### src/rtl/raysk_pkg.sv
// raysk_pkg: definitions shared by the trace_dispatch frame scheduler and its
// per-core trace_slot instances.
//   RGB_W / COORD_W : pixel color and coordinate widths
//   slot_state_e    : per-core slot lifecycle (FREE -> RUN -> HELD -> FREE)
//   frame_state_e   : frame-level scheduler state (IDLE -> RUN -> DRAIN -> IDLE)
//   pixel_t         : one output pixel {x, y, rgb}
//   coord_next()    : raster-counter increment that wraps to 0 after 'last'
package raysk_pkg;

    localparam int RGB_W   = 24;
    localparam int COORD_W = 8;

    typedef enum logic [1:0] {
        SLOT_FREE = 2'd0,
        SLOT_RUN  = 2'd1,
        SLOT_HELD = 2'd2
    } slot_state_e;

    typedef enum logic [1:0] {
        FRM_IDLE  = 2'd0,
        FRM_RUN   = 2'd1,
        FRM_DRAIN = 2'd2
    } frame_state_e;

    typedef struct packed {
        logic [COORD_W-1:0] x;
        logic [COORD_W-1:0] y;
        logic [RGB_W-1:0]   rgb;
    } pixel_t;

    function automatic logic [COORD_W-1:0] coord_next(
        input logic [COORD_W-1:0] value,
        input logic [COORD_W-1:0] last
    );
        logic [COORD_W-1:0] result;
        if (value == last) begin
            result = {COORD_W{1'b0}};
        end else begin
            result = value + {{(COORD_W-1){1'b0}}, 1'b1};
        end
        return result;
    endfunction

endpackage

### src/rtl/trace_slot.sv
// trace_slot: bookkeeping for one trace_path core (ap_ctrl_hs).
// Ports:
//   clk, ap_rst          clock, asynchronous active-high reset
//   dispatch             load disp_x/disp_y and start the core (only while FREE)
//   disp_x, disp_y       raster coordinate being dispatched
//   core_ready/core_done core handshake inputs
//   core_ret             core result {R,G,B}
//   retire               result consumed by the output register (only while HELD)
//   is_free, is_held     slot state flags for the scheduler
//   core_start           ap_start to the core
//   core_x, core_y       coordinate of the pixel owned by this slot; they stay
//                        constant from dispatch until the next dispatch, so they
//                        double as the captured coordinate of the held result
//   res_rgb              captured core result
module trace_slot
    import raysk_pkg::*;
(
    input  logic               clk,
    input  logic               ap_rst,
    input  logic               dispatch,
    input  logic [COORD_W-1:0] disp_x,
    input  logic [COORD_W-1:0] disp_y,
    input  logic               core_ready,
    input  logic               core_done,
    input  logic [RGB_W-1:0]   core_ret,
    input  logic               retire,
    output logic               is_free,
    output logic               is_held,
    output logic               core_start,
    output logic [COORD_W-1:0] core_x,
    output logic [COORD_W-1:0] core_y,
    output logic [RGB_W-1:0]   res_rgb
);

    slot_state_e        state_r;
    slot_state_e        state_next_s;
    logic               start_r;
    logic [COORD_W-1:0] x_r;
    logic [COORD_W-1:0] y_r;
    logic [RGB_W-1:0]   rgb_r;

    // Slot lifecycle next-state logic.
    always_comb begin
        state_next_s = state_r;
        case (state_r)
            SLOT_FREE: begin
                if (dispatch) begin
                    state_next_s = SLOT_RUN;
                end else begin
                    state_next_s = SLOT_FREE;
                end
            end
            SLOT_RUN: begin
                if (core_done) begin
                    state_next_s = SLOT_HELD;
                end else begin
                    state_next_s = SLOT_RUN;
                end
            end
            SLOT_HELD: begin
                if (retire) begin
                    state_next_s = SLOT_FREE;
                end else begin
                    state_next_s = SLOT_HELD;
                end
            end
            default: begin
                state_next_s = SLOT_FREE;
            end
        endcase
    end

    // Slot state register.
    always_ff @(posedge clk or posedge ap_rst) begin
        if (ap_rst) begin
            state_r <= SLOT_FREE;
        end else begin
            state_r <= state_next_s;
        end
    end

    // ap_start handshake and coordinate latch: start holds until ready is sampled.
    always_ff @(posedge clk or posedge ap_rst) begin
        if (ap_rst) begin
            start_r <= 1'b0;
            x_r     <= {COORD_W{1'b0}};
            y_r     <= {COORD_W{1'b0}};
        end else if ((state_r == SLOT_FREE) && dispatch) begin
            start_r <= 1'b1;
            x_r     <= disp_x;
            y_r     <= disp_y;
        end else if (start_r && core_ready) begin
            start_r <= 1'b0;
        end
    end

    // Result capture on ap_done; the output stage only ever reads this register.
    always_ff @(posedge clk or posedge ap_rst) begin
        if (ap_rst) begin
            rgb_r <= {RGB_W{1'b0}};
        end else if ((state_r == SLOT_RUN) && core_done) begin
            rgb_r <= core_ret;
        end
    end

    assign is_free    = (state_r == SLOT_FREE);
    assign is_held    = (state_r == SLOT_HELD);
    assign core_start = start_r;
    assign core_x     = x_r;
    assign core_y     = y_r;
    assign res_rgb    = rgb_r;

endmodule

### src/rtl/trace_dispatch.sv
// trace_dispatch: renders one frame by scattering raster pixels round-robin over
// NUM_CORES trace_path cores and gathering results back in raster order.
// Ports:
//   clk, ap_rst              clock, asynchronous active-high reset
//   frame_start              one-cycle frame request (ignored while busy)
//   busy, frame_done         frame in progress / one-cycle completion pulse
//   core_start/ready/done    per-core ap_ctrl_hs handshake
//   core_x, core_y           per-core coordinate (8 bits per core)
//   core_ret                 per-core result {R,G,B} (24 bits per core)
//   pix_valid, pix_ready     output pixel stream handshake
//   pix_x, pix_y, pix_rgb    output pixel
// Dispatch pointer d and retire pointer r visit slots in the same order, so
// results leave in raster order whatever order the cores finish in.
module trace_dispatch
    import raysk_pkg::*;
#(
    parameter int NUM_CORES = 2,
    parameter int X_MAX     = 160,
    parameter int Y_MAX     = 120
) (
    input  logic                       clk,
    input  logic                       ap_rst,
    input  logic                       frame_start,
    output logic                       busy,
    output logic                       frame_done,
    output logic [NUM_CORES-1:0]       core_start,
    input  logic [NUM_CORES-1:0]       core_ready,
    input  logic [NUM_CORES-1:0]       core_done,
    output logic [8*NUM_CORES-1:0]     core_x,
    output logic [8*NUM_CORES-1:0]     core_y,
    input  logic [24*NUM_CORES-1:0]    core_ret,
    output logic                       pix_valid,
    input  logic                       pix_ready,
    output logic [7:0]                 pix_x,
    output logic [7:0]                 pix_y,
    output logic [23:0]                pix_rgb
);

    localparam int                 PTR_W    = (NUM_CORES > 1) ? $clog2(NUM_CORES) : 1;
    localparam logic [PTR_W-1:0]   PTR_LAST = PTR_W'(NUM_CORES - 1);
    localparam logic [COORD_W-1:0] X_LAST   = COORD_W'(X_MAX - 1);
    localparam logic [COORD_W-1:0] Y_LAST   = COORD_W'(Y_MAX - 1);

    // Round-robin pointer step that wraps at NUM_CORES-1 (not a power of two).
    function automatic logic [PTR_W-1:0] ptr_next(input logic [PTR_W-1:0] p);
        logic [PTR_W-1:0] result;
        if (p == PTR_LAST) begin
            result = {PTR_W{1'b0}};
        end else begin
            result = p + {{(PTR_W-1){1'b0}}, 1'b1};
        end
        return result;
    endfunction

    frame_state_e       state_r;
    frame_state_e       state_next_s;
    logic [COORD_W-1:0] x_cnt_r;
    logic [COORD_W-1:0] y_cnt_r;
    logic [PTR_W-1:0]   d_ptr_r;
    logic [PTR_W-1:0]   r_ptr_r;
    logic               busy_r;
    logic               frame_done_r;
    logic               pix_valid_r;
    pixel_t             pix_r;

    logic                 start_ok_s;
    logic                 disp_go_s;
    logic [PTR_W-1:0]     disp_idx_s;
    logic [COORD_W-1:0]   disp_x_s;
    logic [COORD_W-1:0]   disp_y_s;
    logic                 last_pix_s;
    logic                 retire_go_s;
    logic                 drain_exit_s;
    logic [NUM_CORES-1:0] disp_vec_s;
    logic [NUM_CORES-1:0] ret_vec_s;
    logic [NUM_CORES-1:0] slot_free_s;
    logic [NUM_CORES-1:0] slot_held_s;
    logic [COORD_W-1:0]   slot_x_s   [NUM_CORES];
    logic [COORD_W-1:0]   slot_y_s   [NUM_CORES];
    logic [RGB_W-1:0]     slot_rgb_s [NUM_CORES];

    // Dispatch / retire decisions. An accepted frame_start dispatches pixel
    // (0,0) to slot 0 in the same cycle, as if counters and pointers were cleared.
    always_comb begin
        start_ok_s = (state_r == FRM_IDLE) && frame_start;
        if (start_ok_s) begin
            disp_idx_s = {PTR_W{1'b0}};
            disp_x_s   = {COORD_W{1'b0}};
            disp_y_s   = {COORD_W{1'b0}};
            disp_go_s  = 1'b1;
        end else begin
            disp_idx_s = d_ptr_r;
            disp_x_s   = x_cnt_r;
            disp_y_s   = y_cnt_r;
            disp_go_s  = (state_r == FRM_RUN) && slot_free_s[d_ptr_r];
        end
        last_pix_s   = disp_go_s && (disp_x_s == X_LAST) && (disp_y_s == Y_LAST);
        // The output register may load when empty or when it transfers this cycle.
        retire_go_s  = slot_held_s[r_ptr_r] && (!pix_valid_r || pix_ready);
        drain_exit_s = (state_r == FRM_DRAIN) && (&slot_free_s) && !pix_valid_r;
        disp_vec_s   = {NUM_CORES{1'b0}};
        ret_vec_s    = {NUM_CORES{1'b0}};
        for (int i = 0; i < NUM_CORES; i++) begin
            disp_vec_s[i] = disp_go_s && (disp_idx_s == PTR_W'(i));
            ret_vec_s[i]  = retire_go_s && (r_ptr_r == PTR_W'(i));
        end
    end

    // Frame FSM next-state logic.
    always_comb begin
        state_next_s = state_r;
        case (state_r)
            FRM_IDLE: begin
                if (start_ok_s) begin
                    state_next_s = last_pix_s ? FRM_DRAIN : FRM_RUN;
                end else begin
                    state_next_s = FRM_IDLE;
                end
            end
            FRM_RUN: begin
                if (last_pix_s) begin
                    state_next_s = FRM_DRAIN;
                end else begin
                    state_next_s = FRM_RUN;
                end
            end
            FRM_DRAIN: begin
                if (drain_exit_s) begin
                    state_next_s = FRM_IDLE;
                end else begin
                    state_next_s = FRM_DRAIN;
                end
            end
            default: begin
                state_next_s = FRM_IDLE;
            end
        endcase
    end

    // Frame FSM state register.
    always_ff @(posedge clk or posedge ap_rst) begin
        if (ap_rst) begin
            state_r <= FRM_IDLE;
        end else begin
            state_r <= state_next_s;
        end
    end

    // Raster counters and dispatch pointer advance on every dispatch.
    always_ff @(posedge clk or posedge ap_rst) begin
        if (ap_rst) begin
            x_cnt_r <= {COORD_W{1'b0}};
            y_cnt_r <= {COORD_W{1'b0}};
            d_ptr_r <= {PTR_W{1'b0}};
        end else if (disp_go_s) begin
            x_cnt_r <= coord_next(disp_x_s, X_LAST);
            y_cnt_r <= (disp_x_s == X_LAST) ? coord_next(disp_y_s, Y_LAST) : disp_y_s;
            d_ptr_r <= ptr_next(disp_idx_s);
        end
    end

    // Retire pointer: cleared on frame accept, advanced on every retire.
    always_ff @(posedge clk or posedge ap_rst) begin
        if (ap_rst) begin
            r_ptr_r <= {PTR_W{1'b0}};
        end else if (start_ok_s) begin
            r_ptr_r <= {PTR_W{1'b0}};
        end else if (retire_go_s) begin
            r_ptr_r <= ptr_next(r_ptr_r);
        end
    end

    // Output register: reload without a bubble, otherwise hold until accepted.
    always_ff @(posedge clk or posedge ap_rst) begin
        if (ap_rst) begin
            pix_valid_r <= 1'b0;
            pix_r       <= '0;
        end else if (retire_go_s) begin
            pix_valid_r <= 1'b1;
            pix_r       <= {slot_x_s[r_ptr_r], slot_y_s[r_ptr_r], slot_rgb_s[r_ptr_r]};
        end else if (pix_ready) begin
            pix_valid_r <= 1'b0;
        end
    end

    // Frame status: busy spans accept..completion, frame_done marks completion.
    always_ff @(posedge clk or posedge ap_rst) begin
        if (ap_rst) begin
            busy_r       <= 1'b0;
            frame_done_r <= 1'b0;
        end else begin
            frame_done_r <= drain_exit_s;
            if (start_ok_s) begin
                busy_r <= 1'b1;
            end else if (drain_exit_s) begin
                busy_r <= 1'b0;
            end
        end
    end

    for (genvar g = 0; g < NUM_CORES; g++) begin : g_slot
        trace_slot u_slot (
            .clk        (clk),
            .ap_rst     (ap_rst),
            .dispatch   (disp_vec_s[g]),
            .disp_x     (disp_x_s),
            .disp_y     (disp_y_s),
            .core_ready (core_ready[g]),
            .core_done  (core_done[g]),
            .core_ret   (core_ret[RGB_W*g +: RGB_W]),
            .retire     (ret_vec_s[g]),
            .is_free    (slot_free_s[g]),
            .is_held    (slot_held_s[g]),
            .core_start (core_start[g]),
            .core_x     (slot_x_s[g]),
            .core_y     (slot_y_s[g]),
            .res_rgb    (slot_rgb_s[g])
        );
        assign core_x[COORD_W*g +: COORD_W] = slot_x_s[g];
        assign core_y[COORD_W*g +: COORD_W] = slot_y_s[g];
    end

    assign busy       = busy_r;
    assign frame_done = frame_done_r;
    assign pix_valid  = pix_valid_r;
    assign pix_x      = pix_r.x;
    assign pix_y      = pix_r.y;
    assign pix_rgb    = pix_r.rgb;

endmodule

### config.mk
export PLATFORM = sky130hd
export DESIGN_NAME = trace_dispatch
export DESIGN_NICKNAME = d
export VERILOG_FILES = /design/src/rtl/raysk_pkg.sv /design/src/rtl/trace_slot.sv /design/src/rtl/trace_dispatch.sv
export SDC_FILE = /design/constraint.sdc
export NUM_CORES = 1
export LEC_CHECK = 0
export ABC_CLOCK_PERIOD_IN_PS = 9100
export CAP_MARGIN = 20
export CORE_MARGIN = 5
export CORE_UTILIZATION = 55
export DETAILED_ROUTE_END_ITERATION = 8
export GPL_TIMING_DRIVEN = 0
export PLACE_DENSITY = 0.92
export SETUP_SLACK_MARGIN = 0.02
export SLEW_MARGIN = 20
export SYNTH_ARGS = -nofsm -noshare
export SYNTH_HDL_FRONTEND = slang
export SYNTH_SLANG_ARGS = --single-unit
### constraint.sdc
create_clock -name clk -period 9.1 [get_ports clk]
set_clock_uncertainty 0.05 [all_clocks]
set_input_delay 1.365 -clock clk [delete_from_list [all_inputs] [get_ports clk]]
set_output_delay 1.365 -clock clk [all_outputs]
set_load 0.005 [all_outputs]
Yosys cells after proc, flatten, opt, wreduce, memory -nomap -nowiden
Index checks and enable logic that the tools add are counted.
{"block": "word_totals", "wordCells": 111, "reg_bits": 149, "inputBits": 56, "output_inout_bits": 77}
{"block": "op_classes", "n_mux": 44, "n_lt_le_gt_ge": 3, "reduce_logical": 28, "bitwise_logic": 3, "eq_ne": 8, "n_addsub": 4}
{"cell": "two-way mux 8 bit", "count": 11}
{"cell": "two-way mux 24 bit", "count": 3}
{"cell": "two-way mux 1 bit", "count": 20}
{"cell": "case mux 2 bit (3 select lines)", "count": 3}
{"cell": "logical AND 1 bit", "count": 17}
{"cell": "adder 8 x 1 -> 8 bit (second input constant)", "count": 2}
{"cell": "two-way mux 2 bit", "count": 7}
{"cell": "nonzero test 2 bit", "count": 5}
{"cell": "equality test 8 x 7 -> 1 bit (second input constant)", "count": 1}
{"cell": "equality test 8 bit (second input constant)", "count": 1}
{"cell": "equality test 2 x 1 -> 1 bit (second input constant)", "count": 3}
{"cell": "equality test 2 bit (second input constant)", "count": 3}
{"cell": "logical NOT 2 bit", "count": 3}
{"cell": "less-than comparator 1 x 2 -> 1 bit (second input constant)", "count": 2}
{"cell": "adder 1 bit (second input constant)", "count": 2}
{"cell": ">= comparator 2 bit (second input constant)", "count": 1}
{"cell": "NOT 1 bit", "count": 2}
{"cell": "NOT 1 -> 2 bit", "count": 1}
{"cell": "AND reduction 2 bit", "count": 1}
{"cell": "logical NOT 1 bit", "count": 1}
{"cell": "logical OR 1 bit", "count": 1}

Longest topological paths before layout
Gate-level depths: netlist of the first run.
{"block": "depth", "depth_word": 10, "ltp_mapped": 9, "mapped_depth_nobuf": 8}

Hierarchy
Synthesis of the first run repeated with hierarchy kept, for this count alone.
{"block": "hier_totals", "cells_unflattened": 531, "area_unflattened_um2": 6371.1}
{"module": "trace_slot", "instances": 2, "area_per_inst_um2": 1651.6, "cells_each": 98}
{"module": "trace_dispatch", "instances": 1, "area_per_inst_um2": 3067.9, "cells_each": 335}

Worst setup path before layout of the first run
Ideal clock, no wire load.
{"block": "synth_timing", "path_type": "input -> register", "start": "input frame_start", "end": "register y_cnt_r[4]", "path_buffers": 2, "slack_ps": 5760, "cell_stages": 9, "arrival_time_ps": 3191, "path_cell_list": "or3b_2 > buf_2 > and2_1 > ha_1 > and3_1 > buf_2 > and3_1 > o21bai_1 > a311oi_1"}
{"block": "synth_between", "elab_cells_between_ends": 9, "cone_classes": "add/sub: 1; eq/ne: 2; mux: 5; reduce/logical: 1"}
{"item": "start: declaration", "line": "trace_dispatch.sv:23", "rtl": "input logic frame_start,"}
{"item": "logical AND 1 bit", "line": "trace_dispatch.sv:85", "rtl": "start_ok_s = (state_r == FRM_IDLE) && frame_start;"}
{"item": "two-way mux 8 bit", "line": "trace_dispatch.sv:86", "rtl": "if (start_ok_s) begin"}
{"item": "via disp_x_s[0]", "line": "trace_dispatch.sv:69", "rtl": "logic [COORD_W-1:0] disp_x_s;"}
{"item": "equality test 8 bit", "line": "trace_dispatch.sv:157", "rtl": "y_cnt_r <= (disp_x_s == X_LAST) ? coord_next(disp_y_s, Y_LAST) : disp_y_s;"}
{"item": "two-way mux 8 bit", "line": "trace_dispatch.sv:157"}
{"item": "end signal: assignment", "line": "trace_dispatch.sv:153", "rtl": "y_cnt_r <= {COORD_W{1'b0}};"}
{"item": "end signal: assignment", "line": "trace_dispatch.sv:157"}
{"item": "end: declaration", "line": "trace_dispatch.sv:58", "rtl": "logic [COORD_W-1:0] y_cnt_r;"}
The timed path passes the listed nets, and every way through them passes these cells.
A chain may end at the register's enable or synchronous reset.

Final worst setup path of the first run
Ends and elaborated chain as after synthesis.

==> metrics.txt, run 1 <==
FF+latch area 0.00373 mm²; post-CTS resize count 0; Bufs on Longest Clock Path 2; Post-DP HPWL 12000 µm; Final #Nets 748; leak pwr 3.54 nW; Setup Buffers After CTS 0; Pre-antenna DRT Iters 7; Worst Hold Slack 0.431 ns; final non-filler cell total 846; synthesized cell area 0.00625 mm²; DP Area 0.00779 mm²; Synth area leader dfrtp_1; Hold Path Class flop to flop; worst endpoint required time 9.37 ns; Sum Neg Setup Slack 0 ns; compound-gate portion of the synthesized area 13.4%; CORE AREA 0.0113 mm²; Slew Viols, Final 0; Crit Path Class input port to flop; Post-synth top cells dfrtp_1 (149), nand2_1 (76), mux2_2 (67); layout cells sized above 1 17.4%; Synth Instances 538; WL/cell 20.4 µm; initial core utilization 55.5%; ant diodes 0; DRC 0; Vias 5204; final hold violation count 0; largest net degree at the start of global routing 96; # H-tree levels 4; Seq pwr share 40.7%; Power Density 330 mW/mm²; clock sinks 149; Yosys Warn Count 0; Synth Area in XOR/XNOR 0.280%; library cells used by synthesis 50; Layout area overhead 33.3%; status finished clean; GRT Residual Overflow 0; # hold bufs at CTS 0; gr usage total 25.9%; CTS tree yes; Crit path arrival time 4.00 ns; Top-Level Pins 133; CTS Root Cell clkbuf_16; Avg Cell Area, Syn 11.6 µm²; post-layout util 73.9%; Filler cells 674; die footprint 0.0136 mm²; CP max FO 10; final setup fails 0; DR iter-0 viols 586; clock-pin slew on the worst setup and hold paths 0.06 ns; global-route wire length before repair 27000 µm; post-synthesis simple-gate area fraction 11.0%; # rows 39; Critical Path End Type flop; placed insts 814; Worst-Skew Late Latency 0.42 ns; Post-synth ARST share 100%; post-synthesis mux area share 12.4%; sw frac 34.6%; Int Pwr 1.80 mW; unrepaired setup endpoints after global routing false; main flop type after synthesis dfrtp_1; die height 117 µm; Syn Nets 596; critical path launch point type input port; VDD IR-drop max 0.177 mV; Multi-input gate area 0.00235 mm²; Die Wd 117 µm; drt total wl 17300 µm; vias in the first global route 5215; GP Congestion 0.878; count leader, synth dfrtp_1; Final period util 41.0%; initial antenna violation count 0; minimum clock period 3.73 ns; max frequency 0.268 GHz; Synth Area in Adders 0.400%; max_cap viols 0; Comb power frac 35.8%; Post-synth EDFFs 0; switching power total 0.954 mW; sequential fraction of the synthesis area 59.6%; area share of the largest cell type after synthesis 59.6%; Num CTS Buffers 17; I/O Buffers 132; clock network power share 23.4%; main combinational cell family by area after synthesis compound AO/OA/AOI/OAI gates; actual transition at the worst max-transition pin 0.609 ns; Via density 6.15; Synth area leaders dfrtp_1 (60%), mux2_2 (12%), o21ai_0 (5.1%), a22oi_1 (4.9%), nand2_1 (4.6%); Post-DRT Antenna Nets 0; max_slew headroom 59.4%; Yosys reg bits 149; fin area 0.00834 mm²
kinds of logic (layout without fill, tap and decap cells):
| logic type | after synthesis | after routing |
|---|---|---|
| simple gates | 140 | 140 |
| mux | 69 | 69 |
| buf+inv | 41 | 206 |
| flops | 149 | 149 |
| xor+xnor | 2 | 2 |
| compound gates | 135 | 135 |
| fa+ha+maj | 2 | 2 |
layout by cell type, fill, tap and decap left out, drive strengths merged, types with 2 or more instances in the layout:
| cell type | netlist | routed |
|---|---|---|
| a211oi | 2 | 2 |
| a21oi | 8 | 8 |
| a22oi | 41 | 41 |
| a311oi | 2 | 2 |
| and2 | 4 | 4 |
| and2b | 2 | 2 |
| and3 | 7 | 7 |
| buf | 16 | 17 |
| clkbuf | 19 | 37 |
| clkdlybuf4s50 | 0 | 132 |
| clkinv | 0 | 2 |
| clkinvlp | 0 | 5 |
| dfrtp | 149 | 149 |
| ha | 2 | 2 |
| inv | 6 | 13 |
| mux2 | 67 | 67 |
| mux2i | 2 | 2 |
| nand2 | 76 | 76 |
| nand2b | 4 | 4 |
| nand3 | 11 | 11 |
| nand3b | 4 | 4 |
| nor2 | 6 | 6 |
| nor2b | 5 | 5 |
| nor3 | 8 | 8 |
| nor3b | 3 | 3 |
| nor4 | 2 | 2 |
| o21a | 2 | 2 |
| o21ai | 67 | 67 |
| o21bai | 2 | 2 |
| o31ai | 2 | 2 |
| or4 | 2 | 2 |
registers in the layout (all words and copies together) (netlist names), 4 cells and up:
register	flops
y_cnt_r	8
g_slot.u_slot.state_r	4
pix_y	8
g_slot.u_slot.res_rgb	48
x_cnt_r	8
g_slot.u_slot.core_y	16
pix_rgb	24
pix_x	8
g_slot.u_slot.core_x	16
stage by stage:
| stage | power, mW | setup slack (ns) |
|---|---|---|
| global placement | 2.02 | 2.07 |
| finish | 2.75 | 5.37 |
| floorplan | 1.61 | 3.68 |
| CTS | 2.75 | 5.40 |
| global route | 2.89 | 5.25 |
| detailed placement | 2.09 | 4.94 |
power by group through the flow:
stage	Sequential, mW	Clock, mW	Combinational, mW
after global placement	1.10	0	0.924
after detailed placement	1.12	0	0.974
final	1.12	0.646	0.987
after CTS	1.11	0.649	0.988
after floorplan	1.08	0	0.533
after global routing	1.15	0.674	1.07
cell type report:
| type | count | share of cell area [%] |
|---|---|---|
| Clock inverter | 14 | 1.40 |
| Multi-Input combinational cell | 348 | 28.2 |
| Timing Repair Buffer | 133 | 16.2 |
| Sequential cell | 149 | 44.7 |
| Inverter | 6 | 0.360 |
| Buffer | 35 | 1.88 |
| Tap cell | 143 | 2.15 |
| Clock buffer | 18 | 5.15 |
worst max-delay path, stage by stage:
cell	delay, ns
clkdlybuf4s50_1	0.49
or3b_2	0.50
buf_2	0.22
and2_1	0.20
ha_1	0.22
and3_1	0.18
buf_2	0.16
nand4_1	0.26
o21bai_1	0.13
a311oi_1	0.27
layer usage:
| layer | track usage (%) | routed length, µm | up-vias |
|---|---|---|---|
| met3 | 6.89 | 1390 | 58 |
| met2 | 42.6 | 8760 | 294 |
| met1 | 32.3 | 6490 | 2605 |
| li1 | - | - | 2247 |
| met5 | 0 | 0 | - |
| met4 | 11.9 | 620 | 0 |
path summary, 6_finish.rpt:
| path | from | end | slack (ns) | depth (start not counted) |
|---|---|---|---|---|
| setup / recovery | frame_start | y_cnt_r[4]$_DFFE_PP0N_ | 5.37 | 10 |
| hold / removal | pix_rgb[2]$_DFFE_PP0P_ | pix_rgb[2]$_DFFE_PP0P_ | 0.43 | 2 |
| setup reg to reg | state_r[0]$_DFF_PP0_ | y_cnt_r[4]$_DFFE_PP0N_ | 6.33 | 9 |
| hold reg to reg | pix_rgb[2]$_DFFE_PP0P_ | pix_rgb[2]$_DFFE_PP0P_ | 0.43 | 2 |
| max in group asynchronous | ap_rst | g_slot[0].u_slot.core_x[5]$_DFFE_PP0P_ | 6.91 | 3 |
| min in group asynchronous | ap_rst | pix_rgb[14]$_DFFE_PP0P_ | 1.29 | 2 |
Note: power is estimated with default switching activity, not from simulation.
==> run 2, diff against run 1 <==
--- a/config.mk
+++ b/config.mk
@@ -5,13 +5,13 @@
 export SDC_FILE = /design/constraint.sdc
 export NUM_CORES = 1
 export LEC_CHECK = 0
-export ABC_CLOCK_PERIOD_IN_PS = 9100
+export ABC_CLOCK_PERIOD_IN_PS = 3100
 export CAP_MARGIN = 20
 export CORE_MARGIN = 5
-export CORE_UTILIZATION = 55
+export CORE_UTILIZATION = 46
 export DETAILED_ROUTE_END_ITERATION = 8
 export GPL_TIMING_DRIVEN = 0
-export PLACE_DENSITY = 0.92
+export PLACE_DENSITY = 0.83
 export SETUP_SLACK_MARGIN = 0.02
 export SLEW_MARGIN = 20
 export SYNTH_ARGS = -nofsm -noshare
==> constraint.sdc (replaced) <==
create_clock -name clk -period 3.1 [get_ports clk]
set_clock_uncertainty 0.05 [all_clocks]
set_input_delay 0.465 -clock clk [delete_from_list [all_inputs] [get_ports clk]]
set_output_delay 0.465 -clock clk [all_outputs]
set_load 0.005 [all_outputs]
==> run 2 against run 1 <==
- worst setup slack worse by 5.1 ns
- cell area is 1.7% higher
- clock-buffer cell count is 2 higher
- sequential share of layout area is 0.77 points lower
- critical endpoint is now state_r[0]$_DFF_PP0_
==> metrics.txt, run 2 (synthesized netlist as in run 1, its figures left out) <==
Critical Path Slowest Stage Cell nor4bb_1; drt total wl 17000 µm (-1.5%); Post-DP HPWL 12200 µm (+1.7%); Pre-antenna DRT Iters 5 (-2); Crit path arrival time 3.05 ns (-0.95 ns); Via density 5.66 (-8.0%); global-route wire length before repair 27400 µm (+1.6%); Num CTS Buffers 17 (unchanged); GRT Residual Overflow 0 (unchanged); max frequency 0.355 GHz; VDD IR-drop max 0.443 mV (+150%); Crit Path Class input port to flop; Power Density 968 mW/mm² (+190%); die footprint 0.0160 mm² (+18%); clock sinks 149 (unchanged); R2R depth 9 (unchanged); CP max stage delay 0.50 ns (about the same); initial core utilization 47.0% (-8.4 points); Worst-Skew Late Latency 0.42 ns (about the same); worst r2r dst state_r[0]$_DFF_PP0_; Bufs on Longest Clock Path 2 (unchanged); Top-Level Pins 133 (unchanged); I/O Buffers 132 (unchanged); minimum clock period 2.82 ns; WL/cell 19.3 µm (-5.5%); Die Wd 127 µm (+8.5%); actual transition at the worst max-transition pin 0.695 ns (+0.0860 ns); worst-case hold path end point pix_x[7]$_DFFE_PP0P_; max_cap viols 0 (unchanged); Post-DRT Antenna Nets 0 (unchanged); final setup fails 0 (unchanged); gr usage total 21.6% (-4.4 points); # H-tree levels 4 (unchanged); crit-path cells clkdlybuf4s50_1, or3b_2, buf_2, nand2_1, inv_1, ha_1, nor4bb_1, nand3_1, nor3_1, a211oi_1; Worst R2R Start state_r[0]$_DFF_PP0_; Setup Buffers After CTS 0 (unchanged); layout cells sized above 1 17.6% (+0.21 points); hold wc startpoint pix_x[7]$_DFFE_PP0P_; Slew Viols, Final 0 (unchanged); critical path launch point type input port; max reg flops 48 (unchanged); leak pwr 3.59 nW (+1.5%); worst endpoint required time 3.33 ns (-6.04 ns); # hold bufs at CTS 0 (unchanged); max_slew headroom 53.6% (-5.8 points); Final #Nets 751 (+0.40%); CTS tree yes; Layout area overhead 35.6%; CORE AREA 0.0133 mm² (+18%); DR iter-0 viols 544 (-7.2%); clock-pin slew on the worst setup and hold paths 0.06 ns (about the same); Critical Path End Type flop; vias in the first global route 5142 (-1.4%); Tot Pwr 8.21 mW (+200%); ant diodes 0 (unchanged); most frequent cells in the layout dfrtp_1 (149), clkdlybuf4s50_1 (132), nand2_1 (76), mux2_2 (67), o21ai_0 (64); # rows 42 (+7.7%); hold depth 2 (unchanged); CP max FO 10 (unchanged); post-CTS resize count 0 (unchanged); Vias 4994 (-4.0%); R2R setup slack 0.37 ns (-5.96 ns); GP Congestion 0.870 (-0.81%); unrepaired setup endpoints after global routing false; DRC 0 (unchanged); Worst Hold Slack 0.433 ns (+0.00195 ns); largest net degree at the start of global routing 35 (-64%); Final period util 90.9%; most common cell after layout, fill and taps aside dfrtp_1; initial antenna violation count 0 (unchanged); CTS Root Cell clkbuf_16; status finished clean; final hold violation count 0 (unchanged); die height 127 µm (+8.5%); Hold Path Class flop to flop
==> run 2: report_power, final <==
part,internal [mW],switching (mW),total (mW)
sequential,2.72,0.531,3.26
combinational,1.53,1.35,2.87
clock,1.29,0.798,2.09
total,5.54,2.67,8.21
==> run 2: layer usage <==
metal / wire [µm] / vias to the layer above / share of wire (%) / track usage, %
met1: 6730 / 2512 / 40 / 27.5
met2: 8620 / 196 / 51 / 35.5
li1: - / 2245 / - / -
met3: 1090 / 41 / 6.4 / 4.71
met4: 564 / 0 / 3.3 / 9.59
met5: 0 / - / 0 / 0
==> run 2: metrics by stage <==
| stage | setup WS (ns) | utilization [%] | instance area [µm²] | instances | TNS, ns |
|---|---|---|---|---|---|
| finish | 0.284 | 63.8 | 8480 | 882 | 0 |
| global route | 0.0733 | 63.8 | 8480 | 882 | 0 |
| CTS | 0.325 | 63.8 | 8480 | 882 | 0 |
| detailed placement | -0.105 | 59.3 | 7880 | 850 | -0.238 |
| global placement | -0.440 | 58.7 | 7800 | 846 | -63.43 |
| floorplan | 0.660 | - | 6260 | 538 | 0 |
==> run 2: layout make-up <==
class | count | area (µm²)
timing repair buffer | 136 | 1400
fill | 975 | 4810
multi-input combinational | 348 | 2350
sequential | 149 | 3730
tap | 176 | 220
inverter | 6 | 26.3
buffer | 35 | 156
clock inverter | 12 | 154
clock buffer | 20 | 447
==> run 2: worst max-delay path: cells and delay by family <==
kind            cells  cell delay, ns
compound gates      1            0.14
fa+ha+maj           1            0.24
buf+inv             3            0.76
simple gates        5            1.44
==> run 2: worst max path at each step <==
| stage | from | endpoint | slack, ns | cells after the start |
|---|---|---|---|---|
| after floorplan | frame_start | y_cnt_r[4]$_DFFE_PP0N_ | 0.66 | 9 |
| after global placement | ap_rst | g_slot[1].u_slot.res_rgb[4]$_DFFE_PP0P_ | -0.44 | 2 |
| after detailed placement | frame_start | state_r[0]$_DFF_PP0_ | -0.10 | 10 |
| after CTS | frame_start | state_r[0]$_DFF_PP0_ | 0.33 | 10 |
| after global routing | frame_start | state_r[0]$_DFF_PP0_ | 0.07 | 10 |
| final | frame_start | state_r[0]$_DFF_PP0_ | 0.28 | 10 |
==> run 3, diff against run 2 <==
--- a/config.mk
+++ b/config.mk
@@ -5,7 +5,7 @@
 export SDC_FILE = /design/constraint.sdc
 export NUM_CORES = 1
 export LEC_CHECK = 0
-export ABC_CLOCK_PERIOD_IN_PS = 3100
+export ABC_CLOCK_PERIOD_IN_PS = 2450
 export CAP_MARGIN = 20
 export CORE_MARGIN = 5
 export CORE_UTILIZATION = 46
==> constraint.sdc (replaced) <==
create_clock -name clk -period 2.45 [get_ports clk]
set_clock_uncertainty 0.05 [all_clocks]
set_input_delay 0.3675 -clock clk [delete_from_list [all_inputs] [get_ports clk]]
set_output_delay 0.3675 -clock clk [all_outputs]
set_load 0.005 [all_outputs]
==> run 3 against run 2 <==
- flip-flop and latch count unchanged
- worst setup slack got worse by 0.19 ns
- total power rose by 27%
- utilization increased by 1.0 points
- cell area grew 1.6%
- non-clock buffer count up 10
- sequential power rose by 26%
- global-route usage rose by 0.14 points
- first-iteration DRC count grew 17%
- worst hold slack got worse by 0.21 ns
- via count increased by 0.66%
- sequential share of layout area down 0.70 points
- highest routed layer unchanged
==> metrics.txt, run 3 (synthesized netlist as in run 1, its figures left out) <==
status finished clean; critical path launch point type flop; max_cap viols 0 (unchanged); Top-Level Pins 133 (unchanged); initial antenna violation count 0 (unchanged); Worst-Skew Late Latency 0.42 ns (about the same); max frequency 0.425 GHz; VDD IR-drop max 0.565 mV (+28%); crit-path cells or3b_4, buf_8, and2_4, ha_2, and3_1, buf_6, nand4_1, buf_4, nor3_1, o2bb2ai_1; final setup fails 0 (unchanged); Slew Viols, Final 0 (unchanged); Layout area overhead 37.8%; Filler cells 950 (-2.6%); most common cell after layout, fill and taps aside dfrtp_1; most crowded layer after global routing met2; Power Density 1210 mW/mm² (+25%); # rows 42 (unchanged); largest net degree at the start of global routing 35 (unchanged); CORE AREA 0.0133 mm² (unchanged); max reg flops 48 (unchanged); I/O Buffers 132 (unchanged); WL/cell 19.4 µm (+0.76%); routing usage on met2 35.8% (+0.34 points); GRT Residual Overflow 0 (unchanged); Post-DRT Antenna Nets 0 (unchanged); drt total wl 17300 µm (+1.9%); Critical Path Slowest Stage Cell or3b_4; Critical Path End Type flop; vias in the first global route 5196 (+1.1%); Worst Hold Slack 0.227 ns (-0.205 ns); layout cells sized above 1 19.6% (+2.0 points); Bufs on Longest Clock Path 2 (unchanged); max_slew headroom 53.5% (-0.11 points); clock sinks 149 (unchanged); Hold Path Class input port to flop; Crit Path Class flop to flop; DRC 0 (unchanged); Num CTS Buffers 17 (unchanged); Final period util 96.0%; Die Wd 127 µm (unchanged); final hold violation count 0 (unchanged); leak pwr 3.66 nW (+1.9%); initial core utilization 47.0% (unchanged); clock-pin slew on the worst setup and hold paths 0.06 ns (about the same); Post-DP HPWL 12200 µm (unchanged); worst endpoint required time 2.69 ns (-0.64 ns); CP max stage delay 0.44 ns (-0.06 ns); final non-filler cell total 892 (+1.1%); Vias 5027 (+0.66%); gr usage total 21.7% (+0.14 points); CTS Root Cell clkbuf_16; die footprint 0.0160 mm² (unchanged); Pre-antenna DRT Iters 5 (unchanged); ant diodes 0 (unchanged); Via density 5.64 (-0.47%); Crit path arrival time 2.60 ns (-0.45 ns); # hold bufs at CTS 0 (unchanged); Final #Nets 761 (+1.3%); GRT met1 Usage 27.4% (-0.055 points); # H-tree levels 4 (unchanged); GP Congestion 0.870 (unchanged); actual transition at the worst max-transition pin 0.697 ns (+0.00170 ns); DR iter-0 viols 635 (+17%); CTS tree yes; placed insts 850 (unchanged); minimum clock period 2.35 ns; die height 127 µm (unchanged); global-route wire length before repair 27500 µm (+0.38%); CP max FO 7 (-3); most frequent cells in the layout dfrtp_1 (149), clkdlybuf4s50_1 (131), nand2_1 (76), mux2_2 (67), o21ai_0 (64); met3 GRT Util 4.75% (+0.042 points); unrepaired setup endpoints after global routing false
## run 3: area by class of cell
class                   instances  area [µm²]  area share (%)
multi-input cells             348        2370            27.5
clock inverters                12         154            1.79
plain buffers                  35         173            2.00
repair buffers                146        1500            17.4
flip-flops and latches        149        3730            43.3
clock buffers                  20         447            5.18
inverters                       6        26.3           0.305
well taps                     176         220            2.56
## run 3: repair_timing
item,in CTS,in global routing
cloned,0,1
buffers inserted,2,7
resized for setup,6,8
pin swaps,1,4
endpoints found under the setup margin,12,8
hold endpoints to repair,0,0
## run 3: worst max-delay path, delay by kind of cell, from the launching register on
| kind | cells | cell delay [ns] |
|---|---|---|
| and+or+nand+nor | 5 | 1.02 |
| buffers and inverters | 3 | 0.46 |
| DFF | 1 | 0.40 |
| adders and majority gates | 1 | 0.18 |
| AOI/OAI and AO/OA | 1 | 0.13 |
## run 3: through the flow
| stage | utilization [%] | setup slack [ns] | total power [mW] | setup TNS [ns] | area, µm² |
|---|---|---|---|---|---|
| final | 64.8 | 0.0971 | 10.4 | 0 | 8620 |
| after global routing | 64.8 | 0.00790 | 11.0 | 0 | 8620 |
| after global placement | 58.7 | -0.993 | 7.55 | -152.56 | 7800 |
| after CTS | 64.1 | 0.0208 | 10.4 | 0 | 8520 |
| after floorplan | - | 0.0322 | 5.98 | 0 | 6260 |
| after detailed placement | 59.3 | -0.657 | 7.76 | -7.13 | 7880 |
## run 3: final timing paths
path	start	endpoint	slack (ns)	depth (start not counted)
worst max-delay path	state_r[1]$_DFF_PP0_	y_cnt_r[7]$_DFFE_PP0N_	0.1	10
worst min-delay path	frame_start	state_r[0]$_DFF_PP0_	0.23	3
worst max register to register	state_r[1]$_DFF_PP0_	y_cnt_r[7]$_DFFE_PP0N_	0.1	10
worst min register to register	pix_x[7]$_DFFE_PP0P_	pix_x[7]$_DFFE_PP0P_	0.43	2
max in group asynchronous	ap_rst	g_slot[0].u_slot.res_rgb[1]$_DFFE_PP0P_	0.96	5
min in group asynchronous	ap_rst	g_slot[1].u_slot.core_x[3]$_DFFE_PP0P_	0.36	2
## run 3: power by group
group | internal (mW) | leakage (nW) | switching (mW)
sequential | 3.45 | 1.87 | 0.675
clock | 1.63 | 0.286 | 1.02
combinational | 1.95 | 1.50 | 1.71
## run 3: metal layers
metal | up-vias | routed length (µm)
li1 | 2258 | -
met1 | 2525 | 6850
met2 | 203 | 8820
met3 | 41 | 1080
met4 | 0 | 576
met5 | - | 0
